[config.mk]
export PLATFORM = sky130hd
export DESIGN_NAME = wasm_mem_arbiter
export DESIGN_NICKNAME = d
export VERILOG_FILES = /design/src/rtl/wasm_arb_pkg.sv /design/src/rtl/wasm_arb_pick.sv /design/src/rtl/wasm_mem_arbiter.sv
export SDC_FILE = /design/constraint.sdc
export NUM_CORES = 1
export LEC_CHECK = 0
export ABC_CLOCK_PERIOD_IN_PS = 3300
export CAP_MARGIN = 5
export CORE_ASPECT_RATIO = 0.5
export CORE_MARGIN = 3
export CORE_UTILIZATION = 44
export DETAILED_ROUTE_END_ITERATION = 12
export HOLD_SLACK_MARGIN = 0.02
export PLACE_DENSITY_LB_ADDON = 0.08
export SETUP_SLACK_MARGIN = 0.05
export SLEW_MARGIN = 10
export SYNTH_ARGS = -nofsm -noshare
export SYNTH_HDL_FRONTEND = slang
export SYNTH_SLANG_ARGS = --single-unit
[constraint.sdc]
create_clock -name clk -period 3.3 [get_ports clk]
set_input_delay 0.495 -clock clk [delete_from_list [all_inputs] [get_ports clk]]
set_output_delay 0.495 -clock clk [all_outputs]
set_load 0.01 [all_outputs]
[src/rtl/wasm_arb_pkg.sv]
// Shared types for the wasm memory arbiter.
// Optional build macro: WASM_ARB_ROUND_ROBIN_EN.
package wasm_arb_pkg;

   typedef enum logic {
      IDLE,
      WAIT
   } arb_state_t;

   typedef enum logic {
      ID_FETCH = 1'b0,
      ID_DATA  = 1'b1
   } arb_id_t;

   localparam int CNT_W = 3;

endpackage

[src/rtl/wasm_arb_pick.sv]
// Winner selection between fetch and data requesters.
// WASM_ARB_ROUND_ROBIN_EN selects round-robin, else fixed fetch priority.
module wasm_arb_pick
   import wasm_arb_pkg::*;
(
   input  logic    req0,
   input  logic    req1,
   input  arb_id_t last_id,
   output logic    any_req,
   output arb_id_t win_id
);

`ifdef WASM_ARB_ROUND_ROBIN_EN
   always_comb begin
      any_req = req0 | req1;
      win_id  = ID_FETCH;
      unique case (1'b1)
         (req0 && req1):
            win_id = (last_id == ID_FETCH) ? ID_DATA : ID_FETCH;
         (!req0 && req1):
            win_id = ID_DATA;
         default:
            win_id = ID_FETCH;
      endcase
   end
`else
   logic unused_last;
   assign unused_last = last_id;

   always_comb begin
      any_req = req0 | req1;
      win_id  = (!req0 && req1) ? ID_DATA : ID_FETCH;
   end
`endif

endmodule

[src/rtl/wasm_mem_arbiter.sv]
// Two-requester arbiter in front of the genrom read port.
// Policy macro: WASM_ARB_ROUND_ROBIN_EN (defined: round-robin, else r0 first).
module wasm_mem_arbiter
   import wasm_arb_pkg::*;
#(
   parameter int MEM_ADDR  = 5,
   parameter int MEM_EXTRA = 4,
   parameter int MEM_LAT   = 1
) (
   input  logic                          clk,
   input  logic                          reset,
   input  logic                          r0_req,
   input  logic [MEM_ADDR:0]             r0_addr,
   input  logic [MEM_EXTRA-1:0]          r0_extra,
   input  logic [MEM_ADDR:0]             r0_lower_bound,
   input  logic [MEM_ADDR:0]             r0_upper_bound,
   input  logic                          r1_req,
   input  logic [MEM_ADDR:0]             r1_addr,
   input  logic [MEM_EXTRA-1:0]          r1_extra,
   input  logic [MEM_ADDR:0]             r1_lower_bound,
   input  logic [MEM_ADDR:0]             r1_upper_bound,
   output logic                          r0_gnt,
   output logic                          r1_gnt,
   output logic                          r0_rvalid,
   output logic                          r1_rvalid,
   output logic [(2**MEM_EXTRA)*8-1:0]   rdata,
   output logic                          rerr,
   output logic [MEM_ADDR:0]             mem_addr,
   output logic [MEM_EXTRA-1:0]          mem_extra,
   output logic [MEM_ADDR:0]             mem_lower_bound,
   output logic [MEM_ADDR:0]             mem_upper_bound,
   input  logic [(2**MEM_EXTRA)*8-1:0]   mem_data,
   input  logic                          mem_error
);

   localparam logic [CNT_W-1:0] LAT_C = CNT_W'(MEM_LAT);

   arb_state_t       state_q, state_d;
   logic [CNT_W-1:0] cnt_q, cnt_d;
   arb_id_t          id_q;
   arb_id_t          win_id;
   logic             any_req;
   logic             gnt_en;
   logic             rsp_cyc;
   logic             load_rsp;

   wasm_arb_pick u_pick (
      .req0    (r0_req),
      .req1    (r1_req),
      .last_id (id_q),
      .any_req (any_req),
      .win_id  (win_id)
   );

   assign rsp_cyc  = (state_q == WAIT) && (cnt_q == '0);
   assign load_rsp = (state_q == WAIT) && (cnt_q == CNT_W'(1));
   assign gnt_en   = any_req && ((state_q == IDLE) || rsp_cyc);
   assign r0_gnt   = gnt_en && (win_id == ID_FETCH);
   assign r1_gnt   = gnt_en && (win_id == ID_DATA);

   always_comb begin
      state_d = state_q;
      cnt_d   = cnt_q;
      unique case (state_q)
         IDLE: begin
            if (gnt_en) begin
               state_d = WAIT;
               cnt_d   = LAT_C;
            end
         end
         WAIT: begin
            if (cnt_q != '0) begin
               cnt_d = cnt_q - CNT_W'(1);
            end else if (gnt_en) begin
               cnt_d = LAT_C;
            end else begin
               state_d = IDLE;
            end
         end
      endcase
   end

   always_ff @(posedge clk or negedge reset) begin
      if (!reset) begin
         state_q <= IDLE;
         cnt_q   <= '0;
      end else begin
         state_q <= state_d;
         cnt_q   <= cnt_d;
      end
   end

   // id_q doubles as the rr pointer; resetting to ID_DATA lets r0 win first
   always_ff @(posedge clk or negedge reset) begin
      if (!reset) begin
         id_q            <= ID_DATA;
         mem_addr        <= '0;
         mem_extra       <= '0;
         mem_lower_bound <= '0;
         mem_upper_bound <= '1;
         r0_rvalid       <= 1'b0;
         r1_rvalid       <= 1'b0;
         rdata           <= '0;
         rerr            <= 1'b0;
      end else begin
         if (gnt_en) begin
            id_q <= win_id;
            if (win_id == ID_DATA) begin
               mem_addr        <= r1_addr;
               mem_extra       <= r1_extra;
               mem_lower_bound <= r1_lower_bound;
               mem_upper_bound <= r1_upper_bound;
            end else begin
               mem_addr        <= r0_addr;
               mem_extra       <= r0_extra;
               mem_lower_bound <= r0_lower_bound;
               mem_upper_bound <= r0_upper_bound;
            end
         end
         r0_rvalid <= load_rsp && (id_q == ID_FETCH);
         r1_rvalid <= load_rsp && (id_q == ID_DATA);
         if (load_rsp) begin
            rdata <= mem_data;
            rerr  <= mem_error;
         end
      end
   end

endmodule
After elaboration in Yosys (flattened, before gate mapping):

Index checks and enable logic that the tools add are counted.

* word-level logic and storage cells: 40
* bits in registers: 158
* input port bits: 177

* $add $sub $neg: 1
* bitwise gates (word level): 4
* reduce and logical (&&, ||, !) cells: 12
* mux-type cells: 11
* equality and inequality tests: 1

Operators with widths (number)
* 2-to-1 mux 6 bit: 3
* logical AND 1 bit: 8
* 2-to-1 mux 3 bit: 2
* case mux 3 bit (2 select lines): 1
* 2-to-1 mux 4 bit: 1
* == test 3 x 1 -> 1 bit, second input constant: 1
* zero test 3 bit: 1
* 2-to-1 mux 1 bit: 3
* NOT 1 bit: 3
* nonzero test 3 bit: 1
* subtractor 3 x 1 -> 3 bit, second input constant: 1
* case mux 1 bit (2 select lines): 1
* zero test 1 bit: 1
* logical OR 1 bit: 1
* bitwise OR 1 bit: 1

Logic depth before layout (Yosys ltp):

Gate-level depths: netlist of run 1.

* depth after elaboration: 7
* mapped depth: 7
* depth with buffers taken out: 5

By module:

From an unflattened synthesis of run 1, not the netlist that was laid out.

* cells, all modules: 376
* area, all modules: 6264.8 µm²

Modules (own cells, without submodules)
* wasm_mem_arbiter: cells an instance 374, times used 1, seq. area each 3962.6 µm², area each 6252.2 µm²
* wasm_arb_pick: cells an instance 2, times used 1, seq. area each 0.0 µm², area each 12.5 µm²

Worst setup path before layout of run 1:

Ideal clock, no wire load.

* kind: reg-to-output
* from: register cnt_q[0]
* to: output r1_gnt
* path slack: 1.534 ns
* arrival: 1.271 ns
* cell stages (with the launch flop): 7
* cell sequence: dfrtp_1 -> inv_1 -> ha_1 -> nand2b_1 -> buf_4 -> a21boi_0 -> nor2b_1

* cells in the longest elaborated chain, start to end: 5

RTL lines
* start: declaration: line wasm_mem_arbiter.sv:39 `logic [CNT_W-1:0] cnt_q, cnt_d;`
* start signal: assignment: line wasm_mem_arbiter.sv:89 `cnt_q <= cnt_d;`
* zero test 3 bit: line wasm_mem_arbiter.sv:55 `assign rsp_cyc = (state_q == WAIT) && (cnt_q == '0);`
* logical AND 1 bit: line wasm_mem_arbiter.sv:55
* logical OR 1 bit: line wasm_mem_arbiter.sv:57 `assign gnt_en = any_req && ((state_q == IDLE) || rsp_cyc);`
* logical AND 1 bit: line wasm_mem_arbiter.sv:57
* logical AND 1 bit: line wasm_mem_arbiter.sv:59 `assign r1_gnt = gnt_en && (win_id == ID_DATA);`
* end: declaration: line wasm_mem_arbiter.sv:23 `output logic r1_gnt,`

Every way passes these cells.

Worst setup path after layout of run 1:

Ends and elaborated chain as after synthesis.

==> results of run 1 <==
-- worst paths after layout --
check / to / slack (ns)
setup / recovery: r1_gnt / 0.48
hold / removal: mem_extra[3]$_DFFE_PN0P_ / 0.12
setup reg to reg: rdata[4]$_DFFE_PN0P_ / 1.58
hold reg to reg: mem_upper_bound[0]$_DFFE_PN1P_ / 0.49
max in group asynchronous: mem_upper_bound[4]$_DFFE_PN1P_ / 2.37
min in group clk: mem_upper_bound[0]$_DFFE_PN1P_ / 0.49
-- state kept, by name, indices dropped and copies added, names as in the netlist --
signal	cells
rdata	128
mem_addr	6
mem_lower_bound	6
mem_upper_bound	6
mem_extra	4
cnt_q	3
id_q	1
r0_rvalid	1
r1_rvalid	1
rerr	1
state_q	1
-- logic make-up (layout without fill, tap and decap cells) --
group,after synthesis,in the layout,synth area share
flops,158,158,0.574
fa+ha+maj,3,3,0.00544
simple gates,124,124,0.0925
buf+inv,38,379,0.0345
mux,130,130,0.260
compound gates,27,27,0.0332
-- power groups by stage --
stage               sequential (µW)  combinational [µW]  clock, µW
floorplan                      4000                2610          0
global placement               3520                5610          0
detailed placement             3590                5680          0
CTS                            3570                5720       1920
global route                   3710                5990       1990
finish                         3570                5640       1880
-- layout make-up --
type                    instances  area, µm²  share of cell area
multi-input cells             284       2700               0.247
repair buffers                344       3450               0.316
well taps                     198        248              0.0227
flip-flops and latches        158       3960               0.363
clock inverters                12        115              0.0105
clock buffers                  20        447              0.0409
inverters                       3       11.3             0.00103
-- critical path, cell delays in order, from the launching register on --
cell	delay [ns]
dfrtp_1	0.40
inv_1	0.10
ha_1	0.17
nand2b_1	0.07
buf_4	0.19
a21boi_0	0.24
nor2b_1	0.18
clkdlybuf4s50_1	0.56
-- per-layer routing --
metal / part of all wire / wire, µm / track usage
met1: 0.39 / 7410 / 0.252
met3: 0.062 / 1170 / 0.0631
met2: 0.53 / 10100 / 0.402
met5: 0 / 0 / 0
met4: 0.014 / 265 / 0.0583
-- through the flow --
step,hold slack (ns),setup slack [ns],util,total power [µW],instance area [µm²]
after floorplan,0.199,1.53,-,6610,6900
after global placement,0.480,0.877,0.696,9130,10400
after detailed placement,0.481,0.837,0.696,9270,10400
after CTS,0.164,0.437,0.734,11200,10900
after global routing,0.167,0.335,0.734,11700,10900
final,0.120,0.480,0.734,11100,10900
-- layout by cell type, fill, tap and decap left out, drive strengths merged, types with 2 or more instances in the layout --
| master | synthesis | layout |
|---|---|---|
| nand2 | 48 | 48 |
| dfrtp | 151 | 151 |
| inv | 3 | 4 |
| mux2 | 129 | 129 |
| nor2 | 3 | 3 |
| a22o | 22 | 22 |
| nand3 | 44 | 44 |
| nand3b | 23 | 23 |
| clkinv | 0 | 7 |
| buf | 24 | 14 |
| ha | 3 | 3 |
| clkdlybuf4s50 | 0 | 330 |
| dfstp | 7 | 7 |
| clkinvlp | 0 | 3 |
| nor2b | 2 | 2 |
| clkbuf | 11 | 20 |
==> results.py, run 1 <==
metrics = {
    "run_status": {
        "status": "finished, final reports clean",
    },
    "grt": {
        "grt_pass1_vias": 5390,
        "antenna_found_initial": 0,
        "grt_pass1_wl_um": 29300,
        "grt_overflow": 0,
        "track_usage": 0.218,
        "grt_max_degree": 87,
    },
    "logic_synthesis": {
        "syn_inst": 480,
        "yosysTopAreaCellShare": 0.548,
        "synth.net_count": 660,
        "yosysMostFrequentCell": "dfrtp_1",
        "synthTopCellsByCount": "dfrtp_1 (151), mux2_4 (88), nand2_1 (48)",
        "async_flop_share": 1.00,
        "syn-cell-area_um2": 6900,
        "yosysTopAreaCell": "dfrtp_1",
        "syn_area_per_cell_um2": 14.4,
        "synth_edf_count": 0,
        "ys.flop_type": "dfrtp_1",
        "ys_top_cells_by_area": "dfrtp_1 (55%), mux2_4 (19%), mux2_2 (6.7%)",
        "yosysSeqAreaShare": 0.574,
        "yosys_warnings": 0,
        "ys_types": 27,
        "synth_seq_cells": 158,
    },
    "route": {
        "dr.pass1.iters": 4,
        "drcViolationCount": 0,
        "vias_per_cell": 4.96,
        "postRouteAntennaNets": 0,
        "drt_iter0_drc": 152,
        "routed_wl_um": 18900,
        "vias": 5052,
        "wl_per_cell_um": 18.6,
    },
    "pwr": {
        "irDropWorstVdd_mv": 0.534,
        "p_per_area_nw_per_um2": 1020,
        "power_frac_comb": 0.509,
        "p_leak_uw": 0.00484,
        "p_switching_uw": 3480,
        "p_sw_frac": 0.314,
        "clkPwrFrac": 0.169,
        "intPower_uw": 7610,
        "power_frac_seq": 0.322,
    },
    "final_layout": {
        "syn_to_final_growth_pct": 58.5,
        "nNetsFinal": 988,
        "nFillCells": 1036,
        "fin_cells": 1019,
        "antenna_cells": 0,
        "drive_gt1_frac": 0.220,
    },
    "floorplan": {
        "coreArea_um2": 14900,
        "start_util": 0.463,
        "die_h_um": 94.5,
        "row_count": 31,
        "die_area_um2": 17300,
        "io_pins": 332,
        "die_x_um": 183,
    },
    "placement": {
        "dpl.hpwl_um": 14000,
        "dp_cells": 987,
        "portBuffers": 331,
        "gp_congestion": 0.759,
    },
    "timing": {
        "finalHoldViolCount": 0,
        "rsz0062_at_grt": "no",
        "slew_violations": 0,
        "final-setup-viol-count": 0,
        "slew_headroom": 0.477,
        "post-route-min-period_ns": 2.82,
        "skew_ns": 0.00961,
        "max_clock_freq_mhz": 355,
        "worst_pin_slew_ns": 0.784,
        "final.setup.tns_ns": 0,
        "fin_crit_sh": 0.854,
    },
    "cts": {
        "ctsResizeCount": 0,
        "htreeDepth": 4,
        "cts_tree": "built",
        "cts_hold_buf": 0,
        "cts_buffers": 17,
        "cts_sinks": 158,
        "cts.path.max_buffers": 2,
        "cts.clk_slew.worst_paths_ns": 0.06,
        "clock_latency_ns": 0.42,
        "root_buffer": "clkbuf_16",
        "post_cts_buffers": 0,
    },
    "setup_path": {
        "rr_worst_depth": 4,
        "end_kind": "output pin",
        "cp.arrival_ns": 2.32,
        "crit_fanout": 15,
        "criticalPathCategory": "flop to output pin",
        "critPathLaunchType": "flop",
        "cp.required_ns": 2.80,
        "startpoint": "cnt_q[0]$_DFF_PN0_",
        "r2r-start": "cnt_q[0]$_DFF_PN0_",
    },
    "hold_path": {
        "worstHoldPathType": "primary input to async pin",
    },
    "flow_run": {
        "drv_cap": 0,
    },
}
Note: power is estimated with default switching activity, not from simulation.
==> run 2: changes to the inputs <==
--- a/config.mk
+++ b/config.mk
@@ -9,7 +9,7 @@
 export CAP_MARGIN = 5
 export CORE_ASPECT_RATIO = 0.5
 export CORE_MARGIN = 3
-export CORE_UTILIZATION = 44
+export CORE_UTILIZATION = 43
 export DETAILED_ROUTE_END_ITERATION = 12
 export HOLD_SLACK_MARGIN = 0.02
 export PLACE_DENSITY_LB_ADDON = 0.08
@@ -17,4 +17,5 @@
 export SLEW_MARGIN = 10
 export SYNTH_ARGS = -nofsm -noshare
 export SYNTH_HDL_FRONTEND = slang
+export SYNTH_HIERARCHICAL = 1
 export SYNTH_SLANG_ARGS = --single-unit
==> run 2 against run 1 <==
Net effect:
- total power shrank 8.2%
- area after synthesis decreased by 9.2%
- synthesized cell count shrank 22%
- sequential power is 3% lower
- fmax rose by 8.2%
- combinational power is 14% lower
- critical endpoint is now r0_gnt
- largest cell class unchanged
- highest routed layer is now met5
==> results.py, run 2 <==
metrics = {
    "setup_path": {
        "criticalPathCategory": "primary input to output pin",
        "r2r-start": "cnt_q[0]$_DFF_PN0_",
        "cp.arrival_ns": 2.11,
        "critical-path-max-stage-delay_ns": 0.54,
        "reg2reg_slack_ns": 1.32,
        "cp.required_ns": 2.80,
        "critPathSlowestCell": "clkdlybuf4s50_1",
        "crit_chain": "clkdlybuf4s50_1 > or2_1 > a21boi_2 > nor2b_1 > clkdlybuf4s50_1",
        "critPathLaunchType": "primary input",
        "cp_common_cell": "clkdlybuf4s50_1",
        "rr_worst_depth": 4,
        "startpoint": "r0_req",
        "end_kind": "output pin",
        "crit_fanout": 5,
        "r2r-end": "rdata[60]$_DFFE_PN0P_",
        "cp-endpoint": "r0_gnt",
    },
    "logic_synthesis": {
        "synth_edf_count": 0,
        "ys.flop_type": "dfrtp_1",
        "synth_seq_cells": 158,
        "yosysTopAreaCellShare": 0.603,
        "syn_area_per_cell_um2": 16.7,
        "ys_types": 21,
        "async_flop_share": 1.00,
        "yosysTopAreaCell": "dfrtp_1",
        "synthTopCellsByCount": "mux2_2 (156), dfrtp_1 (151), mux2_1 (18)",
        "yosysMostFrequentCell": "mux2_2",
        "synth.net_count": 556,
        "ys_top_cells_by_area": "dfrtp_1 (60%), mux2_2 (28%), mux2_1 (3.2%)",
        "yosysSeqAreaShare": 0.633,
        "yosys_warnings": 6,
        "syn-cell-area_um2": 6260,
        "syn_inst": 376,
    },
    "timing": {
        "slew_violations": 0,
        "post-route-min-period_ns": 2.61,
        "rsz0062_at_grt": "no",
        "finalHoldViolCount": 0,
        "final.setup.tns_ns": 0,
        "skew_ns": 0.0115,
        "max_clock_freq_mhz": 384,
        "final-setup-viol-count": 0,
        "slew_headroom": 0.530,
        "setup_slack_ns": 0.693,
        "holdWs_ns": 0.492,
        "worst_pin_slew_ns": 0.706,
        "fin_crit_sh": 0.790,
    },
    "final_layout": {
        "largest_reg_flops": 128,
        "antenna_cells": 0,
        "mostFrequentLayoutCells": "clkdlybuf4s50_1 (330), mux2_2 (156), dfrtp_1 (151)",
        "nFillCells": 939,
        "finish.instance_area_um2": 10300,
        "drive_gt1_frac": 0.282,
        "syn_to_final_growth_pct": 64.8,
        "fin_util": 0.743,
        "layout_commonest_cell": "clkdlybuf4s50_1",
        "multi_input_area_um2": 2130,
        "seq_area_um2": 3960,
        "nNetsFinal": 897,
        "regMostFlops": "rdata",
    },
    "cts": {
        "cts_buffers": 17,
        "htreeDepth": 4,
        "root_buffer": "clkbuf_16",
        "cts.path.max_buffers": 2,
        "cts.clk_slew.worst_paths_ns": 0.06,
        "clock_latency_ns": 0.41,
        "ctsResizeCount": 0,
        "cts_sinks": 158,
        "cts_tree": "built",
    },
    "route": {
        "vias_per_cell": 4.75,
        "drt_iter0_drc": 131,
        "wl_per_cell_um": 18.5,
        "drcViolationCount": 0,
        "routed_wl_um": 17100,
        "postRouteAntennaNets": 0,
        "dr.pass1.iters": 4,
        "vias": 4375,
    },
    "pwr": {
        "p_per_area_nw_per_um2": 986,
        "p_switching_uw": 3110,
        "irDropWorstVdd_mv": 0.478,
        "power_frac_comb": 0.475,
        "intPower_uw": 7070,
        "p_sw_frac": 0.305,
        "clkPwrFrac": 0.184,
        "p_leak_uw": 0.00424,
        "power_frac_seq": 0.341,
    },
    "floorplan": {
        "start_util": 0.451,
        "die_h_um": 91.4,
        "die_x_um": 177,
        "die_area_um2": 16100,
        "io_pins": 332,
        "coreArea_um2": 13900,
        "row_count": 30,
    },
    "grt": {
        "grt_overflow": 0,
        "grt_max_degree": 77,
        "antenna_found_initial": 1,
        "grt_pass1_vias": 4689,
        "track_usage": 0.215,
        "grt_pass1_wl_um": 26500,
    },
    "placement": {
        "place_area_um2": 9750,
        "dpl.hpwl_um": 12800,
        "gp_congestion": 0.764,
        "portBuffers": 331,
        "dpl_worst_slack_ns": 0.669,
    },
    "flow_run": {
        "drv_cap": 0,
    },
    "hold_path": {
        "worstHoldPathType": "flop to flop",
    },
    "run_status": {
        "status": "finished, final reports clean",
    },
}
run 2: kinds of logic (layout without fill, tap and decap cells):
kind of cell,count (synthesis),count (layout),synth area share
flip-flops,158,158,0.633
multiplexers,176,176,0.316
buffers and inverters,22,376,0.0284
adder cells (fa/ha/maj),3,3,0.00599
AO/OA/AOI/OAI,2,2,0.00300
AND/OR/NAND/NOR,15,15,0.0142
run 2: area by class of cell:
type / count / area share
multi-input cells: 196 / 0.206
inverters: 3 / 0.00109
repair buffers: 341 / 0.331
clock inverters: 13 / 0.0128
flip-flops and latches: 158 / 0.384
well taps: 192 / 0.0233
clock buffers: 19 / 0.0419
run 2: how the worst min path moves through the flow:
stage	from	to	slack, ns	cells after the start
final	rdata[16]$_DFFE_PN0P_	rdata[16]$_DFFE_PN0P_	0.49	1
after floorplan	reset	cnt_q[0]$_DFF_PN0_	0.20	0
after global routing	rdata[14]$_DFFE_PN0P_	rdata[14]$_DFFE_PN0P_	0.51	1
after detailed placement	reset	mem_lower_bound[0]$_DFFE_PN0P_	0.46	1
after global placement	reset	mem_lower_bound[0]$_DFFE_PN0P_	0.45	1
after CTS	id_q$_DFFE_PN1P_	r1_rvalid$_DFF_PN0_	0.49	2
run 2: power groups by stage:
stage / Sequential (µW) / Combinational (µW) / Clock (µW)
detailed placement: 3510 / 4900 / 0
CTS: 3480 / 4920 / 1920
global placement: 3450 / 4830 / 0
floorplan: 3940 / 1910 / 0
finish: 3480 / 4830 / 1870
global route: 3610 / 5150 / 2010
run 2: worst max-delay path: cells and delay by family:
family | cells | cell delay [ns]
buffers and inverters | 2 | 1.02
and+or+nand+nor | 2 | 0.34
AOI/OAI and AO/OA | 1 | 0.25
run 2: metal layers:
| layer | global-route usage | part of all wire |
|---|---|---|
| met5 | 0 | 0.00076 |
| met4 | 0.0653 | 0.015 |
| met3 | 0.0860 | 0.084 |
| met2 | 0.392 | 0.54 |
| met1 | 0.231 | 0.36 |
run 2: repair_timing:
item / in CTS / in global routing
setup buffers: 0 / 0
hold buffers: 1 / 0
endpoints found under the setup margin: 0 / 0
hold endpoints to repair: 17 / 0
run 2: per-stage QoR:
step | total power [µW] | cells
6_report | 10200 | 922
5_1_grt | 10800 | 922
4_1_cts | 10300 | 922
3_5_place_dp | 8410 | 889
3_3_place_gp | 8280 | 889
2_1_floorplan | 5850 | 376
==> run 3: changes to the inputs <==
--- a/config.mk
+++ b/config.mk
@@ -5,11 +5,11 @@
 export SDC_FILE = /design/constraint.sdc
 export NUM_CORES = 1
 export LEC_CHECK = 0
-export ABC_CLOCK_PERIOD_IN_PS = 3300
+export ABC_CLOCK_PERIOD_IN_PS = 2300
 export CAP_MARGIN = 5
 export CORE_ASPECT_RATIO = 0.5
 export CORE_MARGIN = 3
-export CORE_UTILIZATION = 43
+export CORE_UTILIZATION = 36
 export DETAILED_ROUTE_END_ITERATION = 12
 export HOLD_SLACK_MARGIN = 0.02
 export PLACE_DENSITY_LB_ADDON = 0.08
==> constraint.sdc (replaced) <==
create_clock -name clk -period 2.3 [get_ports clk]
set_input_delay 0.345 -clock clk [delete_from_list [all_inputs] [get_ports clk]]
set_output_delay 0.345 -clock clk [all_outputs]
set_load 0.01 [all_outputs]
==> run 3 against run 2 <==
Net effect:
- sequential power is 43% higher
- first-iteration DRC count decreased by 53%
- sequential share of layout area decreased by 0.31 points
- global-route usage is 3.7 points lower
- largest cell class unchanged
- worst setup slack lost 0.50 ns
- clock skew shrank 0.0046 ns
- cell area grew 0.81%
- largest power group unchanged
==> results.py, run 3 (same netlist as run 2, synthesis figures left out) <==
metrics = {
    "route": {
        "vias": 4349,
        "drcViolationCount": 0,
        "vias_per_cell": 4.53,
        "drt_iter0_drc": 62,
        "wl_per_cell_um": 17.6,
        "postRouteAntennaNets": 0,
        "dr.pass1.iters": 3,
        "routed_wl_um": 16900,
    },
    "cts": {
        "cts_buffers": 17,
        "root_buffer": "clkbuf_16",
        "htreeDepth": 4,
        "cts.path.max_buffers": 2,
        "clock_latency_ns": 0.40,
        "cts_tree": "built",
        "cts_sinks": 158,
        "post_cts_buffers": 0,
        "cts.clk_slew.worst_paths_ns": 0.06,
    },
    "floorplan": {
        "io_pins": 332,
        "coreArea_um2": 16700,
        "die_h_um": 99.3,
        "row_count": 33,
        "start_util": 0.375,
        "die_x_um": 193,
        "die_area_um2": 19100,
    },
    "final_layout": {
        "nNetsFinal": 900,
        "regMostFlops": "rdata",
        "largest_reg_flops": 128,
        "mostFrequentLayoutCells": "clkdlybuf4s50_1 (328), mux2_2 (156), dfrtp_1 (151)",
        "antenna_cells": 0,
        "fin_util": 0.622,
        "syn_to_final_growth_pct": 66.1,
        "layout_commonest_cell": "clkdlybuf4s50_1",
        "drive_gt1_frac": 0.286,
    },
    "pwr": {
        "irDropWorstVdd_mv": 0.617,
        "p_per_area_nw_per_um2": 1410,
        "p_leak_uw": 0.00427,
    },
    "hold_path": {
        "worstHoldPathType": "primary input to async pin",
    },
    "timing": {
        "worst_pin_slew_ns": 0.414,
        "final-setup-viol-count": 0,
        "skew_ns": 0.00693,
        "rsz0062_at_grt": "no",
        "final.setup.tns_ns": 0,
        "max_clock_freq_mhz": 474,
        "holdWs_ns": 0.351,
        "slew_headroom": 0.724,
        "slew_violations": 0,
        "finalHoldViolCount": 0,
        "post-route-min-period_ns": 2.11,
        "fin_crit_sh": 0.916,
    },
    "setup_path": {
        "end_kind": "output pin",
        "cp.required_ns": 1.96,
        "critPathLaunchType": "flop",
        "critical-path-max-stage-delay_ns": 0.41,
        "crit_fanout": 4,
        "critPathSlowestCell": "dfrtp_1",
        "cp.arrival_ns": 1.76,
        "criticalPathCategory": "flop to output pin",
        "crit_chain": "inv_1 > ha_2 > nand2b_4 > a21boi_4 > and2_1 > dlygate4sd2_1",
    },
    "grt": {
        "grt_pass1_wl_um": 25900,
        "grt_overflow": 0,
        "antenna_found_initial": 0,
        "grt_pass1_vias": 4656,
        "grt_max_degree": 49,
        "track_usage": 0.179,
    },
    "placement": {
        "dpl.hpwl_um": 12900,
        "portBuffers": 331,
        "gp_congestion": 0.720,
    },
    "run_status": {
        "status": "finished, final reports clean",
    },
    "flow_run": {
        "drv_cap": 0,
    },
}
[run 3: per-stage QoR]
stage          power [µW]  std cells  instance area (µm²)  setup slack, ns
2_1_floorplan        8390        376                 6260            0.498
3_3_place_gp        12000        927                 9840           0.0542
3_5_place_dp        12100        927                 9840           0.0280
4_1_cts             14900        960                10400           0.0784
5_1_grt             15500        960                10400           0.0626
6_report            14600        960                10400            0.192
[run 3: critical path, delay by kind of cell (launching register included)]
family / cells / cell delay (ns)
AO/OA/AOI/OAI: 1 / 0.18
adder cells (fa/ha/maj): 1 / 0.21
buffers and inverters: 2 / 0.36
flip-flops: 1 / 0.41
AND/OR/NAND/NOR: 2 / 0.20
[run 3: per-layer routing]
layer / share of wire / global-route usage
met1: 0.38 / 0.202
met2: 0.49 / 0.300
met3: 0.10 / 0.0778
met4: 0.022 / 0.0716
met5: 0 / 0
[run 3: power by group]
group | internal [µW] | switching, µW
clock | 1540 | 1110
combinational | 4410 | 2610
sequential | 4280 | 676
total | 10200 | 4390
[run 3: cell type report]
| cell class | count | area, µm² |
|---|---|---|
| fillers | 1329 | 6310 |
| flip-flops and latches | 158 | 3960 |
| repair buffers | 344 | 3460 |
| multi-input cells | 196 | 2140 |
| clock buffers | 22 | 464 |
| well taps | 227 | 284 |
| clock inverters | 10 | 90.1 |
| inverters | 3 | 11.3 |
[run 3: timing repair]
item | in CTS | in global routing
endpoints found under the setup margin | 2 | 1
hold endpoints to repair | 20 | 0
hold buffers | 1 | 0
pin swaps | 0 | 0
resized for setup | 4 | 2
[run 3: worst paths after layout]
path                                    start                              to  slack (ns)  cells past startpoint
setup / recovery           cnt_q[0]$_DFF_PN0_                          r1_gnt        0.19                      6
min in group clk             id_q$_DFFE_PN1P_             r1_rvalid$_DFF_PN0_        0.48                      2
setup reg to reg           cnt_q[0]$_DFF_PN0_  mem_lower_bound[4]$_DFFE_PN0P_        0.51                      6
max in group asynchronous               reset           rdata[65]$_DFFE_PN0P_        1.31                      3
hold / removal                          reset            rdata[5]$_DFFE_PN0P_        0.35                      2
hold reg to reg              id_q$_DFFE_PN1P_             r1_rvalid$_DFF_PN0_        0.48                      2
==> RTL change (config.mk and constraints of run 3) <==
Change the parameter `MEM_EXTRA` from 4 to 5.
--- a/src/rtl/wasm_mem_arbiter.sv
+++ b/src/rtl/wasm_mem_arbiter.sv
@@ -6,3 +6,3 @@
    parameter int MEM_ADDR  = 5,
-   parameter int MEM_EXTRA = 4,
+   parameter int MEM_EXTRA = 5,
    parameter int MEM_LAT   = 1
Interface: changed (5 resized); port bits go from 332 to 591. The function was not compared with the original's and may differ.
==> RTL change against run 3 <==
  * Setup slack got worse by 23 ps
  * Critical endpoint unchanged
  * Global-route usage up 2.7 points
  * Total power up 83%
  * Highest routed layer unchanged
  * Fmax down 1.1%
  * Area after synthesis rose by 78%
  * Wire length increased by 110%
  * Sequential cell count is 129 higher
  * Core utilization decreased by 0.060 points
  * Final area grew 77%
==> RTL change: results (changes against run 3) <==
vias_per_cell: 4.60  # +1.5%
track_usage_pct: 20.5  # +2.7 points
pre_cts_slack_ps: -9.51  # -37.5 ps
crit_path_top_delay_cell: "dfrtp_1"
drt-met1-wl_um: 12500  # +93%
grt_pass1_wl_um: 51300  # +98%
fin_worst_skew_ps: 7.51  # +0.587 ps
route.met3.wl_um: 2070  # +21%
portBuffers: 590  # +78%
grt_use_met3_pct: 5.48  # -2.3 points
drt_iter0_markers: 183  # +200%
postSynthCellCount: 649  # +73%
synth_commonest_cells: "mux2_2, dfrtp_1, buf_6"
crit_arrival_ps: 1790  # +30 ps
rr_worst_depth: 5  # -1
top_layer: "met4"
wirelength_um: 35800  # +110%
leakagePower_uw: 0.00762  # +79%
crit_type: "reg2out"
cts_buffers: 26  # +9
tightest_slew_ps: 620  # +206 ps
place_congestion: 0.817  # +13%
fin_nets: 1578  # +75%
largest_register_ffs: 256  # +100%
antenna_found_initial: 0  # unchanged
wire_per_inst_um: 21.3  # +21%
hpwlAfterDp_um: 28300  # +120%
synth_area_leaders: "dfrtp_1, mux2_2, buf_6, dfstp_2, ha_1"
cts.htree.levels: 1  # -3
firstDrtPassIters: 4  # +1
synth_nets: 959  # +72%
synthFlopType: "dfrtp_1"
drive_gt1_share_pct: 30.7  # +2.0 points
grtUsageMet1_pct: 21.9  # +1.7 points
status: "complete, no violations"
crit_fanout: 2  # -2
synth_seq_area_share_pct: 64.6  # +1.4 points
placed_cell_area_mm2: 0.0175  # +78%
grt_max_degree: 75  # +53%
grt_use_met2_pct: 40.1  # +10 points
clk_latency_ps: 530  # +130 ps
cts.path.max_buffers: 3  # +1
yosysWarnings: 6  # unchanged
first_global_vias: 8409  # +81%
slowest_delay_ps: 400
ir_worst_vdd_mv: 0.646  # +4.7%
dr_wl_met2_um: 20000  # +140%
hold_class: "in2async"
ys_types: 20  # -4.8%
## RTL change: critical path: cells and delay by family (launching register included)
| kind | cells | cell delay (ps) |
|---|---|---|
| fa+ha+maj | 1 | 150 |
| compound gates | 1 | 150 |
| buf+inv | 2 | 350 |
| flops | 1 | 400 |
| simple gates | 2 | 200 |
## RTL change: kinds of logic (layout without fill, tap and decap cells)
logic type | Yosys count | in the layout | share of synthesized area (%)
compound gates | 2 | 2 | 0.169
flops | 287 | 287 | 64.6
mux | 306 | 306 | 31.0
fa+ha+maj | 3 | 3 | 0.337
simple gates | 15 | 15 | 0.911
buf+inv | 36 | 675 | 2.98
## RTL change: report_power, final
part	total (uW)	leakage [uW]	switching, uW	internal [uW]
combinational	13300	0.00385	5040	8260
sequential	9040	0.00334	1290	7760
clock	4450	0.000431	1890	2560
total	26800	0.00762	8220	18600
## RTL change: repair_timing
| action | 4_1_cts | 5_1_grt |
|---|---|---|
| hold buffers | 1 | 0 |
| setup buffers | 2 | 0 |
| resized for setup | 11 | 0 |
| endpoints found under the setup margin | 2 | 0 |
| hold endpoints to repair | 58 | 0 |
## RTL change: worst paths after layout
check | endpoint | slack, ps
setup / recovery | r1_gnt | 170
min in group clk | rdata[255] | 420
setup reg to reg | rdata[14] | 300
hold reg to reg | r1_rvalid | 490
hold / removal | mem_addr[1] | 370
max in group asynchronous | rdata[17] | 1170
## RTL change: area by class of cell
class,count,area [um^2]
fillers,2273,11200
flip-flops and latches,287,7190
repair buffers,624,6250
multi-input cells,326,3620
clock buffers,42,822
well taps,391,489
clock inverters,6,60.1
inverters,3,11.3
